**config.mk**
```make
export PLATFORM = sky130hd
export DESIGN_NAME = divide_seq_flat
export DESIGN_NICKNAME = d
export VERILOG_FILES = /design/src/rtl/divide_seq_if.sv /design/src/rtl/divide_seq.sv /design/src/flat_wrapper.sv
export SDC_FILE = /design/constraint.sdc
export NUM_CORES = 1
export LEC_CHECK = 0
export BUFFER_PORTS_ARGS = -buffer_cell sky130_fd_sc_hd__buf_2
export CAP_MARGIN = 20
export CORE_MARGIN = 1.5
export CORE_UTILIZATION = 29
export DETAILED_ROUTE_END_ITERATION = 7
export MAX_ROUTING_LAYER = met4
export PLACE_DENSITY_LB_ADDON = 0.2
export SYNTH_ARGS = -nofsm -noshare
export SYNTH_HDL_FRONTEND = slang
export SYNTH_SLANG_ARGS = --single-unit
export TNS_END_PERCENT = 100
```
**constraint.sdc**
```tcl
create_clock -name clk -period 11.75 [get_ports clk]
set_clock_uncertainty 0.15 [all_clocks]
set_input_delay 0.5875 -clock clk [delete_from_list [all_inputs] [get_ports clk]]
set_output_delay 0.5875 -clock clk [all_outputs]
set_load 0.05 [all_outputs]
```
**src/rtl/divide_seq_if.sv**
```systemverilog
// -----------------------------------------------------------------------------
// divide_seq_if
// Request/result bundle for the sequential 32-bit divider.
//   div_begin  : level request, held by the requester until div_end is seen
//   div_signed : 1 = two's-complement operands, 0 = unsigned
//   div_op1    : dividend
//   div_op2    : divisor
//   quotient   : registered quotient, valid while div_end = 1
//   remainder  : registered remainder, valid while div_end = 1
//   div_end    : result valid, held until div_begin falls
//   div_busy   : divider is iterating
// The master modport is the requester; the slave modport is the divider.
// -----------------------------------------------------------------------------
interface divide_seq_if;
  logic        div_begin;
  logic        div_signed;
  logic [31:0] div_op1;
  logic [31:0] div_op2;
  logic [31:0] quotient;
  logic [31:0] remainder;
  logic        div_end;
  logic        div_busy;

  modport master (
    output div_begin, div_signed, div_op1, div_op2,
    input  quotient, remainder, div_end, div_busy
  );

  modport slave (
    input  div_begin, div_signed, div_op1, div_op2,
    output quotient, remainder, div_end, div_busy
  );
endinterface

```
**src/rtl/divide_seq.sv**
```systemverilog
// -----------------------------------------------------------------------------
// divide_seq
// Sequential 32-bit restoring divider, signed or unsigned, one quotient bit
// per clock. Operands are captured once on the request edge, 32 iterations
// follow, and the sign-corrected result is held until the request drops.
//
// Ports
//   clk    : rising-edge clock for all state
//   resetn : synchronous active-low reset
//   bus    : divide_seq_if.slave (request, operands, result, status)
//
// Timing: with the capture edge counted as edge 1, div_end first reads 1
// after edge 33. A zero divisor skips the iterations and reads div_end after
// edge 1 with quotient all ones and the raw dividend as remainder.
// -----------------------------------------------------------------------------
module divide_seq (
  input  logic         clk,
  input  logic         resetn,
  divide_seq_if.slave  bus
);

  typedef enum logic [1:0] {
    S_IDLE = 2'd0,
    S_BUSY = 2'd1,
    S_DONE = 2'd2
  } state_t;

  state_t      r_state;
  state_t      w_state_nxt;

  logic [5:0]  r_count;      // iterations completed so far
  logic [63:0] r_work;       // [63:32] partial remainder, [31:0] quotient bits
  logic [31:0] r_abs1;       // |dividend|
  logic [31:0] r_abs2;       // |divisor|
  logic        r_q_neg;      // negate quotient at the end
  logic        r_r_neg;      // negate remainder at the end
  logic [31:0] r_quotient;
  logic [31:0] r_remainder;

  // ---------------------------------------------------------------------------
  // Capture-side decode: absolute values and result signs
  // ---------------------------------------------------------------------------
  logic        w_op1_neg;
  logic        w_op2_neg;
  logic [31:0] w_abs1;
  logic [31:0] w_abs2;
  logic        w_div_zero;

  assign w_op1_neg  = bus.div_signed & bus.div_op1[31];
  assign w_op2_neg  = bus.div_signed & bus.div_op2[31];
  assign w_abs1     = w_op1_neg ? (~bus.div_op1 + 32'd1) : bus.div_op1;
  assign w_abs2     = w_op2_neg ? (~bus.div_op2 + 32'd1) : bus.div_op2;
  assign w_div_zero = (bus.div_op2 == 32'd0);

  // ---------------------------------------------------------------------------
  // One restoring step: shift the partial remainder left, bring in the next
  // dividend bit (MSB first), subtract the divisor if it fits.
  // ---------------------------------------------------------------------------
  logic [4:0]  w_bit_idx;
  logic [32:0] w_rem_shift;
  logic [33:0] w_diff;
  logic        w_fits;
  logic [63:0] w_work_nxt;
  logic        w_last;
  logic [31:0] w_q_abs;
  logic [31:0] w_r_abs;
  logic [31:0] w_q_final;
  logic [31:0] w_r_final;

  assign w_bit_idx   = 5'd31 - r_count[4:0];
  assign w_rem_shift = {r_work[63:32], r_abs1[w_bit_idx]};
  // One guard bit above the 33-bit shifted remainder exposes the borrow.
  assign w_diff      = {1'b0, w_rem_shift} - {2'b00, r_abs2};
  assign w_fits      = ~w_diff[33];
  // When the subtraction fits the difference is below |divisor|, so it always
  // fits in 32 bits; when it does not, the shifted remainder is below
  // |divisor| and its bit 32 is zero.
  assign w_work_nxt  = w_fits ? {w_diff[31:0],      r_work[30:0], 1'b1}
                              : {w_rem_shift[31:0], r_work[30:0], 1'b0};
  assign w_last      = (r_count == 6'd31);

  assign w_q_abs   = w_work_nxt[31:0];
  assign w_r_abs   = w_work_nxt[63:32];
  // 0x80000000 / -1 needs no special case: the magnitude quotient is
  // 0x80000000 and negating it wraps back to 0x80000000.
  assign w_q_final = r_q_neg ? (~w_q_abs + 32'd1) : w_q_abs;
  assign w_r_final = r_r_neg ? (~w_r_abs + 32'd1) : w_r_abs;

  // ---------------------------------------------------------------------------
  // FSM: state register
  // ---------------------------------------------------------------------------
  // NOTE: sequential state is written with non-blocking assignments so every
  // flop samples the pre-edge values regardless of process ordering.
  always_ff @(posedge clk) begin
    if (!resetn) begin
      r_state <= S_IDLE;
    end else begin
      r_state <= w_state_nxt;
    end
  end

  // ---------------------------------------------------------------------------
  // FSM: next-state logic
  // ---------------------------------------------------------------------------
  // NOTE: the default assignment ahead of the case keeps every path assigned,
  // so no latch is inferred for w_state_nxt.
  always_comb begin
    w_state_nxt = r_state;
    unique case (r_state)
      S_IDLE: begin
        if (bus.div_begin) begin
          w_state_nxt = w_div_zero ? S_DONE : S_BUSY;
        end
      end
      S_BUSY: begin
        if (!bus.div_begin) begin
          w_state_nxt = S_IDLE;          // abort, results untouched
        end else if (w_last) begin
          w_state_nxt = S_DONE;
        end
      end
      S_DONE: begin
        if (!bus.div_begin) begin
          w_state_nxt = S_IDLE;
        end
      end
      default: w_state_nxt = S_IDLE;
    endcase
  end

  // ---------------------------------------------------------------------------
  // Datapath
  // ---------------------------------------------------------------------------
  always_ff @(posedge clk) begin
    if (!resetn) begin
      r_count     <= 6'd0;
      r_work      <= 64'd0;
      r_abs1      <= 32'd0;
      r_abs2      <= 32'd0;
      r_q_neg     <= 1'b0;
      r_r_neg     <= 1'b0;
      r_quotient  <= 32'd0;
      r_remainder <= 32'd0;
    end else begin
      unique case (r_state)
        S_IDLE: begin
          if (bus.div_begin) begin
            if (w_div_zero) begin
              r_quotient  <= 32'hFFFF_FFFF;
              r_remainder <= bus.div_op1;
            end else begin
              r_abs1  <= w_abs1;
              r_abs2  <= w_abs2;
              r_q_neg <= w_op1_neg ^ w_op2_neg;
              r_r_neg <= w_op1_neg;           // remainder follows the dividend
              r_count <= 6'd0;
              r_work  <= 64'd0;
            end
          end
        end
        S_BUSY: begin
          if (bus.div_begin) begin
            r_work  <= w_work_nxt;
            r_count <= r_count + 6'd1;
            if (w_last) begin
              r_quotient  <= w_q_final;
              r_remainder <= w_r_final;
            end
          end
        end
        default: begin
          // S_DONE holds the result until the request drops.
        end
      endcase
    end
  end

  // ---------------------------------------------------------------------------
  // Outputs
  // ---------------------------------------------------------------------------
  assign bus.quotient  = r_quotient;
  assign bus.remainder = r_remainder;
  assign bus.div_end   = (r_state == S_DONE);
  assign bus.div_busy  = (r_state == S_BUSY);

endmodule

```
**src/flat_wrapper.sv**
```systemverilog
// flat-port wrapper written by rule: the top's interface ports become plain ports
module divide_seq_flat 
  (clk, resetn, bus_div_begin, bus_div_signed, bus_div_op1, bus_div_op2, bus_quotient, bus_remainder, bus_div_end, bus_div_busy);
  divide_seq_if bus_i ();
  input  logic clk;
  input  logic resetn;
  input wire logic [$bits(bus_i.div_begin)-1:0] bus_div_begin;
  input wire logic [$bits(bus_i.div_signed)-1:0] bus_div_signed;
  input wire logic [$bits(bus_i.div_op1)-1:0] bus_div_op1;
  input wire logic [$bits(bus_i.div_op2)-1:0] bus_div_op2;
  output wire logic [$bits(bus_i.quotient)-1:0] bus_quotient;
  output wire logic [$bits(bus_i.remainder)-1:0] bus_remainder;
  output wire logic [$bits(bus_i.div_end)-1:0] bus_div_end;
  output wire logic [$bits(bus_i.div_busy)-1:0] bus_div_busy;
  assign bus_i.div_begin = bus_div_begin;
  assign bus_i.div_signed = bus_div_signed;
  assign bus_i.div_op1 = bus_div_op1;
  assign bus_i.div_op2 = bus_div_op2;
  assign bus_quotient = bus_i.quotient;
  assign bus_remainder = bus_i.remainder;
  assign bus_div_end = bus_i.div_end;
  assign bus_div_busy = bus_i.div_busy;
  divide_seq u_core (.clk(clk), .resetn(resetn), .bus(bus_i));
endmodule
```
# After elaboration in Yosys (flattened, before gate mapping)
# Cells that the tools add are included.
[word_totals] latchBits=0 mem_bits_rw=0 n_memories=0 regBits=202 elab_cells=73 romBits=0
[classes] n_bitwise=8 add_sub_neg=7 shift=0 n_div=0 eq_ne=10 n_reduce_logical=7 n_mul=0 n_lt_le_gt_ge=1 muxes=31
[op_table] cell="$mux W32" n=12
[op_table] cell="$mux W64" n=4
[op_table] cell="$add A32 B1 Y32 const B" n=4
[op_table] cell="$not A32 Y32" n=4
[op_table] cell="$pmux W32 S2" n=2
[op_table] cell="$pmux W64 S2" n=1
[op_table] cell="$sub A33 B32 Y34" n=1
[op_table] cell="$logic_not A32 Y1" n=1
[op_table] cell="$mux W6" n=3
[op_table] cell="$pmux W6 S2" n=1
[op_table] cell="$mux W2" n=5
[op_table] cell="$ne A2 B2 Y1 const B" n=4
[op_table] cell="$add A6 B1 Y6 const B" n=1
[op_table] cell="$eq A6 B5 Y1 const B" n=1
[op_table] cell="$lt A5 B6 Y1 const B" n=1
[op_table] cell="$pmux W2 S3" n=1
[op_table] cell="$reduce_and A3 Y1" n=2
[op_table] cell="$bmux W1 S5" n=1
[op_table] cell="$reduce_and A5 Y1" n=1
[op_table] cell="$sub A5 B5 Y5 const A" n=1
[op_table] cell="$ne A2 B1 Y1 const B" n=2
[op_table] cell="$reduce_and A4 Y1" n=1
[op_table] cell="$ne A3 B2 Y1 const B" n=1
[op_table] cell="$and A1 B1 Y1" n=2
[op_table] cell="7 further kinds" n=7

# Longest topological paths before layout
# Gate-level depths: netlist (run 1).
[logic_depth] word_depth=11 depth_mapped=26

# Worst setup path after synthesis (run 1)
# No wires, ideal clock.
[synth_timing] kind="register to register" start="register u_core.r_count[0]" end="register u_core.r_remainder[30], in the netlist u_core.bus.remainder[30]" setup_time_ns=0.095 path_stages_with_launch=24 t_arrival_ns=5.780 path_slack_ns=5.725 period_less_slack_ns=6.025 cell_sequence="dfxtp_1 > buf_6 > mux4_2 > mux4_2 > a211oi_1 > ha_1 > nand2b_1 > a21o_1 > a21boi_1 > o311ai_1 > nand2_1 > inv_2 > clkbuf_1 > clkbuf_1 > mux2i_1 > inv_1 > ha_1 > and3_1 > a41o_1 > o2111ai_1 > nor4_1 > nand2b_1 > mux2i_1 > a221oi_1"
[synth_via] elab_chain_len=11 word_cells_on_any_way=14 cone_classes="3 x add/sub; 2 x eq/ne; 7 x mux; 1 x bitwise; 1 x reduce/logical"
[synth_lines] item="start: declaration" line_no="divide_seq.sv:31" source="logic [5:0] r_count;"
[synth_lines] item="start signal: assignment" line_no="divide_seq.sv:164" source="r_count <= r_count + 6'd1;"
[synth_lines] item="$sub A5 B5 Y5" line_no="divide_seq.sv:70" source="assign w_bit_idx = 5'd31 - r_count[4:0];"
[synth_lines] item="$bmux W1 S5" line_no="divide_seq.sv:71" source="assign w_rem_shift = {r_work[63:32], r_abs1[w_bit_idx]};"
[synth_lines] item="$mux W1 (not written as such)" line_no="divide_seq.sv:71"
[synth_lines] item="$sub A33 B32 Y34" line_no="divide_seq.sv:73" source="assign w_diff = {1'b0, w_rem_shift} - {2'b00, r_abs2};"
[synth_lines] item="$mux W64" line_no="divide_seq.sv:78" source="assign w_work_nxt = w_fits ? {w_diff[31:0], r_work[30:0], 1'b1}"
[synth_lines] item="$not A32 Y32" line_no="divide_seq.sv:87" source="assign w_r_final = r_r_neg ? (~w_r_abs + 32'd1) : w_r_abs;"
[synth_lines] item="$add A32 B1 Y32" line_no="divide_seq.sv:87"
[synth_lines] item="$mux W32" line_no="divide_seq.sv:87"
[synth_lines] item="$mux W32" line_no="divide_seq.sv:165" source="if (w_last) begin"
[synth_lines] item="$mux W32" line_no="divide_seq.sv:162" source="if (bus.div_begin) begin"
[synth_lines] item="$pmux W32 S2" line_no="divide_seq.sv:145" source="unique case (r_state)"
[synth_lines] item="end signal: assignment" line_no="divide_seq.sv:150" source="r_remainder <= bus.div_op1;"
[synth_lines] item="end signal: assignment" line_no="divide_seq.sv:167" source="r_remainder <= w_r_final;"
[synth_lines] item="end: declaration" line_no="divide_seq.sv:38" source="logic [31:0] r_remainder;"
# Parallel ways exist; a longest one is shown, timed or not. The select of a mux whose other input is x is not followed.
# A chain may end at the register's enable or synchronous reset.

# Worst setup path in the final report (run 1)
# Ends and elaborated chain as after synthesis.

==> results_tabular.tex, run 1 <==
\begin{tabular}{lr}
\hline
Metric & Value \\
\hline
\multicolumn{2}{l}{\textbf{Power and ir drop}} \\
\quad Power, Total & 1.81 mW \\
\quad Net Sw Frac & 0.286 \\
\quad Share of total power in the clock network & 0.458 \\
\quad Leak Pwr & 5.86 nW \\
\quad Flop pwr share & 0.391 \\
\quad Power per Cell Area & 121 mW/mm2 \\
\quad Portion of total power attributed to combinational logic & 0.151 \\
\quad Net switching component of the power & 0.519 mW \\
\quad Internal & 1.29 mW \\
\quad Worst-case vdd ir drop & 95.5 uV \\
\multicolumn{2}{l}{\textbf{Yosys}} \\
\quad Synthesized area per cell & 7.51 um2 \\
\quad Primary FF master, synth & sky130\_fd\_sc\_hd\_\_dfxtp\_1 \\
\quad Cell count after synthesis & 1,722 \\
\quad Fraction of registers with async set/reset & 0 \\
\quad Number of warnings printed during yosys synthesis & 0 \\
\quad EDFF count, synth & 0 \\
\quad Cell types with the largest area share after synthesis & sky130\_fd\_sc\_hd\_\_dfxtp\_1 (31\%), sky130\_fd\_sc\_hd\_\_nor2\_1 (6.9\%), sky130\_fd\_sc\_hd\_\_a21oi\_1 (6.7\%) \\
\quad Sequential element share of the synthesized area & 0.311 \\
\quad Syn\_nets & 1,828 \\
\quad Synth cell count leaders & sky130\_fd\_sc\_hd\_\_nor2\_1 (239), sky130\_fd\_sc\_hd\_\_dfxtp\_1 (201), sky130\_fd\_sc\_hd\_\_nand2\_1 (182) \\
\quad Mapped Area & 0.0129 mm2 \\
\quad Largest area contributor in the netlist & sky130\_fd\_sc\_hd\_\_dfxtp\_1 \\
\quad Total of flip-flops plus latches after synthesis & 201 \\
\quad Area share of the leading cell type in the synthesized netlist & 0.311 \\
\quad Count of unique library cells instantiated by Yosys & 82 \\
\quad Most frequent cell after synthesis & sky130\_fd\_sc\_hd\_\_nor2\_1 \\
\multicolumn{2}{l}{\textbf{Clock network}} \\
\quad Clock Latency Late Sink & 0.55 ns \\
\quad Number of clock buffers inserted by TritonCTS & 26 \\
\quad CTS tree & done \\
\quad Maximum buffer depth of the clock tree & 3 \\
\quad Depth of the CTS H-tree & 1 \\
\quad Clock transition at the registers of the reported paths & 0.06 ns \\
\quad Buffers inserted by post-CTS timing repair & 0 \\
\quad Cts hold-fix bufs & 0 \\
\quad Number of clock sinks seen by CTS & 201 \\
\quad Clock root buffer & sky130\_fd\_sc\_hd\_\_clkbuf\_16 \\
\quad Number of gates resized after cts & 0 \\
\multicolumn{2}{l}{\textbf{Route}} \\
\quad Detailed-route DRC error count & 0 \\
\quad Remaining antenna violation count after routing & 0 \\
\quad Iteration-0 DRC count of the detailed router & 976 \\
\quad Total routed wirelength & 46.1 mm \\
\quad Per-cell via count in the routed design & 5.34 \\
\quad Wirelength per Cell & 19.2 um \\
\quad Via count & 12.8k \\
\quad First-pass iteration count of the detailed router & 5 \\
\multicolumn{2}{l}{\textbf{Critical path}} \\
\quad Capturing element type of the critical path & flip-flop \\
\quad Critical path launch point & u\_core.r\_count[0] \\
\quad Critical-path maximum fanout & 53 \\
\quad R2R setup slack & 4.18 ns \\
\quad Worst path required time & 12.04 ns \\
\quad Reg-to-Reg Start & u\_core.r\_count[0] \\
\quad Startpoint Class & flip-flop \\
\quad Type of the worst setup path & flip-flop to flip-flop \\
\quad Data arrival time of the critical path & 7.87 ns \\
\multicolumn{2}{l}{\textbf{Global routing}} \\
\quad GRT Util Overall & 0.201 \\
\quad Most Crowded Layer GR & met2 \\
\quad Number of antenna violations at the first check in global routing & 0 \\
\quad First-pass GRT wire length & 72.2 mm \\
\quad Number of global-route vias before repair & 12.1k \\
\quad Met2 capacity usage during global routing & 0.324 \\
\quad Largest net degree at the start of global routing & 85 \\
\quad Total grt overflow & 0 \\
\quad Met3 track utilization from global routing & 0.0252 \\
\quad GRT met1 Usage & 0.269 \\
\multicolumn{2}{l}{\textbf{Min path}} \\
\quad Hold Crit Class & input pin to flip-flop \\
\quad Start point of the worst min-delay path & bus\_div\_op2[0] \\
\multicolumn{2}{l}{\textbf{Floorplan}} \\
\quad Die boundary width & 214 um \\
\quad Effective utilization at floorplan & 0.293 \\
\quad I/O Pins & 134 \\
\quad Die height & 214 um \\
\quad FP Rows & 77 \\
\quad Floorplan die area & 0.0459 mm2 \\
\quad Total core area & 0.0441 mm2 \\
\multicolumn{2}{l}{\textbf{Timing}} \\
\quad Number of failing setup endpoints in the final timing report & 0 \\
\quad Slew Limit Fails & 0 \\
\quad Fmax achieved & 132 MHz \\
\quad Min cycle time layout & 7.57 ns \\
\quad Final cycle utilization of the critical path & 0.644 \\
\quad Final Worst Setup Slack & 4.18 ns \\
\quad Worst-margin pin slew & 1.09 ns \\
\quad Setup\_tns & 0 ns \\
\quad Final hold viol count & 0 \\
\quad Unrepaired setup endpoints after global routing & false \\
\quad Worst max-slew margin expressed relative to the limit & 0.269 \\
\multicolumn{2}{l}{\textbf{Cells and area}} \\
\quad Layout cells sized above 1 & 0.121 \\
\quad Layout Area Growth over Synthesis & 15.5\% \\
\quad Finished Layout Cells & 2,398 \\
\quad Fill cell instance count of the final layout & 4,855 \\
\quad Number of nets in the finished design & 1,893 \\
\quad Number of antenna cells inserted & 0 \\
\quad Utilization after layout & 0.339 \\
\quad Sequential cell area & 0.00402 mm2 \\
\quad Footprint of the multi-input gates & 0.00830 mm2 \\
\multicolumn{2}{l}{\textbf{Placement}} \\
\quad Worst slack, placed & 4.23 ns \\
\quad Count of port buffers added during placement & 133 \\
\quad Placed insts & 2,350 \\
\quad Sum of net half-perimeters after detailed placement & 33.7 mm \\
\quad GP Congestion & 0.902 \\
\multicolumn{2}{l}{\textbf{Flow run}} \\
\quad Max-Cap Viols & 0 \\
\multicolumn{2}{l}{\textbf{Status}} \\
\quad Run status & finished, final reports clean \\
\hline
\end{tabular}
[layer usage]
layer | vias to the layer above | share of wire
li1 | 6323 | -
met2 | 296 | 0.47
met1 | 6118 | 0.47
met3 | 59 | 0.046
met4 | 0 | 0.021
met5 | - | 0
[final cells by class]
class,count,share of cell area
Multi-Input combinational cell,1357,0.556
Sequential cell,201,0.269
Timing Repair Buffer,147,0.0529
Clock buffer,39,0.0502
Tap cell,592,0.0496
Inverter,54,0.0137
Clock inverter,8,0.00846
[placed cells by master, fill, tap and decap left out, types with 7 or more instances in the layout]
cell type	Yosys	layout
sky130_fd_sc_hd__nor3_1	30	30
sky130_fd_sc_hd__inv_1	50	50
sky130_fd_sc_hd__mux2i_1	24	24
sky130_fd_sc_hd__xnor2_1	62	62
sky130_fd_sc_hd__dfxtp_1	201	201
sky130_fd_sc_hd__nor4_1	20	20
sky130_fd_sc_hd__o31ai_1	22	22
sky130_fd_sc_hd__nor2b_1	8	8
sky130_fd_sc_hd__o41ai_1	8	8
sky130_fd_sc_hd__ha_1	37	37
sky130_fd_sc_hd__nor2_1	239	236
sky130_fd_sc_hd__and3_1	18	18
sky130_fd_sc_hd__or3_1	17	17
sky130_fd_sc_hd__buf_4	0	13
sky130_fd_sc_hd__a21o_1	12	12
sky130_fd_sc_hd__a21oi_1	173	173
sky130_fd_sc_hd__clkbuf_1	86	8
sky130_fd_sc_hd__buf_2	8	133
sky130_fd_sc_hd__a311oi_1	20	20
sky130_fd_sc_hd__nand3b_1	7	7
sky130_fd_sc_hd__or4_1	11	11
sky130_fd_sc_hd__o21ai_0	92	92
sky130_fd_sc_hd__nand2b_1	11	11
sky130_fd_sc_hd__clkbuf_16	0	26
sky130_fd_sc_hd__a211oi_1	65	65
sky130_fd_sc_hd__nand3_1	58	58
sky130_fd_sc_hd__o211ai_1	21	21
sky130_fd_sc_hd__a31oi_1	25	25
sky130_fd_sc_hd__xor2_1	71	71
sky130_fd_sc_hd__nand4_1	9	9
sky130_fd_sc_hd__and2_1	13	12
sky130_fd_sc_hd__a22oi_1	15	15
sky130_fd_sc_hd__nand2_1	182	180
[flip-flops by register name (all words and copies together), names as in the netlist]
| name | flops |
|---|---|
| u_core.r_count | 6 |
| u_core.r_q_neg | 1 |
| u_core.r_r_neg | 1 |
| u_core.bus.quotient | 32 |
| u_core.bus.remainder | 32 |
| u_core.r_abs2 | 32 |
| u_core.r_abs1 | 32 |
| u_core.r_state | 2 |
| u_core.r_work | 63 |
[through the flow]
stage                     instance area [um2]  hold slack (ns)
after floorplan                         12900            0.279
after CTS                               14900            0.129
after global placement                  14000            0.296
after detailed placement                14000            0.297
after global routing                    14900            0.152
final                                   14900            0.150
[power groups by stage]
stage / sequential, mW / clock [mW] / combinational [mW]
after floorplan: 0.721 / 0 / 0.184
after global placement: 0.725 / 0 / 0.266
after detailed placement: 0.725 / 0 / 0.268
after CTS: 0.711 / 0.851 / 0.270
after global routing: 0.711 / 0.880 / 0.301
final: 0.710 / 0.831 / 0.273
[final timing paths]
path	endpoint	cells past startpoint
worst max register to register	u_core.bus.remainder[30]	21
worst min-delay path	u_core.r_abs2[0]	3
worst min register to register	u_core.r_abs1[28]	2
worst max-delay path	u_core.bus.remainder[30]	21
[worst max-delay path: stages (launching register included)]
cell,delay (ns)
sky130_fd_sc_hd__dfxtp_1,0.70
sky130_fd_sc_hd__mux4_1,0.65
sky130_fd_sc_hd__mux4_2,0.48
sky130_fd_sc_hd__a211oi_1,0.59
sky130_fd_sc_hd__ha_1,0.30
sky130_fd_sc_hd__nand2b_1,0.15
sky130_fd_sc_hd__a21o_1,0.18
sky130_fd_sc_hd__a21boi_1,0.14
sky130_fd_sc_hd__o311ai_1,0.48
sky130_fd_sc_hd__nand2_2,0.08
sky130_fd_sc_hd__buf_4,0.33
sky130_fd_sc_hd__inv_2,0.57
sky130_fd_sc_hd__mux2i_1,0.20
sky130_fd_sc_hd__inv_1,0.10
sky130_fd_sc_hd__ha_1,0.21
sky130_fd_sc_hd__and3_1,0.22
sky130_fd_sc_hd__a41o_1,0.27
sky130_fd_sc_hd__o2111ai_1,0.30
sky130_fd_sc_hd__nor4_1,0.75
sky130_fd_sc_hd__nand2b_1,0.15
sky130_fd_sc_hd__mux2i_1,0.15
sky130_fd_sc_hd__a221oi_1,0.27
[cells by family after synthesis]
family,after synthesis,share of synthesized area
adders and majority gates,38,0.0373
muxes,31,0.0313
xor gates and xnor gates,133,0.0901
AOI/OAI and AO/OA,509,0.251
buffers and inverters,164,0.0490
and+or+nand+nor,646,0.230
DFF,201,0.311
Power figures use the tool's default switching activity.
==> run 2: changes to the inputs <==
==> constraint.sdc (replaced) <==
create_clock -name clk -period 7.1 [get_ports clk]
set_clock_uncertainty 0.15 [all_clocks]
set_input_delay 0.355 -clock clk [delete_from_list [all_inputs] [get_ports clk]]
set_output_delay 0.355 -clock clk [all_outputs]
set_load 0.05 [all_outputs]
==> run 2 against run 1 <==
  * Final cell count rose by 0.83%
  * Routed wire length rose by 1.1%
  * First-iteration DRC count rose by 1.3%
  * Design area rose by 0.96%
  * Register-to-register slack got worse by 3.6 ns
  * Flip-flop and latch count did not move
  * Global-route usage rose by 0.18 points
  * Maximum frequency rose by 16%
  * Worst setup slack got worse by 3.6 ns
  * Sequential share of layout area fell by 0.25 points
  * Worst hold slack got worse by 0.13 ns
  * Die area did not move
  * Critical path type unchanged
  * Largest power group unchanged
  * Highest routed layer unchanged
==> results_tabular.tex, run 2 (same netlist as run 1, synthesis figures left out) <==
\begin{tabular}{lr}
\hline
Metric & Value \\
\hline
\multicolumn{2}{l}{\textbf{Placement}} \\
\quad Worst slack, placed & 0.414 ns (-3.82 ns) \\
\quad GP Congestion & 0.897 (-0.49\%) \\
\quad Count of port buffers added during placement & 133 (unchanged) \\
\quad Sum of net half-perimeters after detailed placement & 33.8 mm (+0.17\%) \\
\multicolumn{2}{l}{\textbf{Cells and area}} \\
\quad Number of flip-flops in the largest register & 63 (unchanged) \\
\quad Highest-count cells in the layout ignoring fill and taps & sky130\_fd\_sc\_hd\_\_nor2\_1 (236), sky130\_fd\_sc\_hd\_\_dfxtp\_1 (201), sky130\_fd\_sc\_hd\_\_nand2\_1 (180) \\
\quad Number of nets in the finished design & 1,918 (+1.3\%) \\
\quad Footprint of the multi-input gates & 0.00831 mm2 (about the same) \\
\quad Layout cells sized above 1 & 0.121 (-0.000233) \\
\quad Layout Area Growth over Synthesis & 16.6\% \\
\quad Sequential cell area & 0.00402 mm2 (unchanged) \\
\quad Register with the most flip-flops & u\_core.r\_work \\
\quad Fill cell instance count of the final layout & 4,778 (-1.6\%) \\
\quad Leading cell type in the layout, fill and taps excluded & sky130\_fd\_sc\_hd\_\_nor2\_1 \\
\quad Number of antenna cells inserted & 0 (unchanged) \\
\quad Utilization after layout & 0.342 (+0.00323) \\
\multicolumn{2}{l}{\textbf{Flow run}} \\
\quad Max-Cap Viols & 0 (unchanged) \\
\multicolumn{2}{l}{\textbf{Critical path}} \\
\quad Data arrival time of the critical path & 6.83 ns (-1.04 ns) \\
\quad Slowest cell on the critical path & sky130\_fd\_sc\_hd\_\_dfxtp\_1 \\
\quad Critical path launch point & u\_core.r\_count[0] \\
\quad Type of the worst setup path & flip-flop to flip-flop \\
\quad Cells traversed along the worst timing path & mux4\_1, mux4\_2, a211oi\_1, buf\_4, ha\_1, nand2b\_1, a21o\_1, a21boi\_1, o311ai\_1, nand2\_2, nor2\_1, a21oi\_1, inv\_1, ha\_1, and3\_1, a41o\_1, o2111ai\_1, nor4\_2, nand2b\_1, mux2i\_1, a221oi\_1 \\
\quad Number of buffers and inverters on the critical path & 2 (-1) \\
\quad Reg-to-Reg Start & u\_core.r\_count[0] \\
\quad Startpoint Class & flip-flop \\
\quad Critical-path maximum fanout & 13 (-75\%) \\
\quad Capturing element type of the critical path & flip-flop \\
\quad Crit path max-delay family & compound AO/OA/AOI/OAI gates \\
\quad Total stage count of the critical path & 21 (unchanged) \\
\quad R2R depth & 21 (unchanged) \\
\quad Max incr delay on CP & 0.67 ns (-0.08 ns) \\
\quad Worst path required time & 7.40 ns (-4.64 ns) \\
\multicolumn{2}{l}{\textbf{Power and ir drop}} \\
\quad Power, Total & 2.88 mW (+59\%) \\
\quad Leak Pwr & 5.91 nW (+0.79\%) \\
\quad Worst-case vdd ir drop & 155 uV (+62\%) \\
\quad Power per Cell Area & 191 mW/mm2 (+57\%) \\
\multicolumn{2}{l}{\textbf{Floorplan}} \\
\quad I/O Pins & 134 (unchanged) \\
\quad FP Rows & 77 (unchanged) \\
\quad Effective utilization at floorplan & 0.293 (unchanged) \\
\quad Floorplan die area & 0.0459 mm2 (unchanged) \\
\quad Die height & 214 um (unchanged) \\
\quad Die boundary width & 214 um (unchanged) \\
\quad Total core area & 0.0441 mm2 (unchanged) \\
\multicolumn{2}{l}{\textbf{Timing}} \\
\quad Final cycle utilization of the critical path & 0.920 (+0.275) \\
\quad Worst-margin pin slew & 1.09 ns (-0.00653 ns) \\
\quad Slew Limit Fails & 0 (unchanged) \\
\quad Final Worst Setup Slack & 0.571 ns (-3.61 ns) \\
\quad Number of failing setup endpoints in the final timing report & 0 (unchanged) \\
\quad Setup\_tns & 0 ns (unchanged) \\
\quad Final hold viol count & 0 (unchanged) \\
\quad WHS & 0.0199 ns (-0.130 ns) \\
\quad Min cycle time layout & 6.53 ns (-1.04 ns) \\
\quad Unrepaired setup endpoints after global routing & false \\
\quad Worst max-slew margin expressed relative to the limit & 0.273 (+0.00436) \\
\quad Fmax achieved & 153 MHz (+16\%) \\
\multicolumn{2}{l}{\textbf{Global routing}} \\
\quad Total grt overflow & 0 (unchanged) \\
\quad GRT Util Overall & 0.203 (+0.00182) \\
\quad Number of antenna violations at the first check in global routing & 0 (unchanged) \\
\quad Number of global-route vias before repair & 12.4k (+2.3\%) \\
\quad Largest net degree at the start of global routing & 82 (-3.5\%) \\
\quad First-pass GRT wire length & 72.7 mm (+0.69\%) \\
\multicolumn{2}{l}{\textbf{Clock network}} \\
\quad Maximum buffer depth of the clock tree & 3 (unchanged) \\
\quad CTS tree & done \\
\quad Depth of the CTS H-tree & 1 (unchanged) \\
\quad Number of clock sinks seen by CTS & 201 (unchanged) \\
\quad Clock root buffer & sky130\_fd\_sc\_hd\_\_clkbuf\_16 \\
\quad Clock transition at the registers of the reported paths & 0.06 ns (about the same) \\
\quad Buffers inserted by post-CTS timing repair & 0 (unchanged) \\
\quad Clock Latency Late Sink & 0.56 ns (about the same) \\
\quad Number of clock buffers inserted by TritonCTS & 26 (unchanged) \\
\multicolumn{2}{l}{\textbf{Route}} \\
\quad Remaining antenna violation count after routing & 0 (unchanged) \\
\quad Iteration-0 DRC count of the detailed router & 989 (+1.3\%) \\
\quad Top routing layer used & met4 \\
\quad Routed met3 length & 1.83 mm (-13\%) \\
\quad Detailed-route DRC error count & 0 (unchanged) \\
\quad First-pass iteration count of the detailed router & 5 (unchanged) \\
\quad Wire length the detailed router placed on met1 & 22.3 mm (+3.2\%) \\
\quad Total routed wirelength & 46.6 mm (+1.1\%) \\
\quad Met2 wire length & 21.4 mm (about the same) \\
\quad Wirelength per Cell & 19.3 um (+0.31\%) \\
\quad Per-cell via count in the routed design & 5.34 (about the same) \\
\quad Via count & 12.9k (+0.85\%) \\
\multicolumn{2}{l}{\textbf{Min path}} \\
\quad Start point of the worst min-delay path & bus\_div\_op1[16] \\
\quad Number of cells on the worst hold path & 3 (unchanged) \\
\quad Hold Crit Class & input pin to flip-flop \\
\multicolumn{2}{l}{\textbf{Status}} \\
\quad Run status & finished, final reports clean \\
\hline
\end{tabular}
run 2: cell count changes in the layout (fill, tap and decap cells not counted), sizes merged:
| cell | before | now |
|---|---|---|
| buf | 147 | 151 |
| dlygate4sd3 | 0 | 21 |
| clkinv | 6 | 5 |
| bufinv | 3 | 0 |
| clkinvlp | 0 | 3 |
| clkbuf | 39 | 35 |
run 2: final cells by class:
cell class / count / share of cell area
inverters: 54 / 0.0136
repair buffers: 172 / 0.0684
clock buffers: 35 / 0.0474
multi-input cells: 1357 / 0.551
well taps: 592 / 0.0491
clock inverters: 7 / 0.00382
flip-flops and latches: 201 / 0.267
run 2: final timing paths:
kind	end	slack, ns
worst max register to register	u_core.bus.remainder[30]	0.57
worst min-delay path	u_core.bus.remainder[16]	0.02
worst max-delay path	u_core.bus.remainder[30]	0.57
worst min register to register	u_core.r_abs2[18]	0.31
run 2: where the power goes:
group	switching (mW)	internal (mW)	total [mW]
logic	0.304	0.157	0.462
clock network	0.541	0.700	1.24
registers	0.0179	1.16	1.18
run 2: what timing repair did:
item | in CTS | in global routing
endpoints found under the setup margin | 0 | 4
resized for setup | 0 | 1
hold buffers | 21 | 0
hold endpoints to repair | 23 | 0
run 2: per-stage QoR:
| stage | instance area, um2 | instances |
|---|---|---|
| 2_1_floorplan | 12900 | 1722 |
| 3_3_place_gp | 14100 | 2354 |
| 3_5_place_dp | 14100 | 2354 |
| 4_1_cts | 15000 | 2417 |
| 5_1_grt | 15100 | 2418 |
| 6_report | 15100 | 2418 |
run 2: layer usage:
layer | vias up | global-route usage
li1 | 6361 | -
met1 | 6195 | 0.271
met2 | 286 | 0.327
met3 | 63 | 0.0217
met4 | 0 | 0.0533
met5 | - | -
run 2: worst min-delay path, cell delays in order:
cell and delay [ns]:
sky130_fd_sc_hd__buf_2 0.14, sky130_fd_sc_hd__nand2_1 0.10, sky130_fd_sc_hd__a31oi_1 0.08
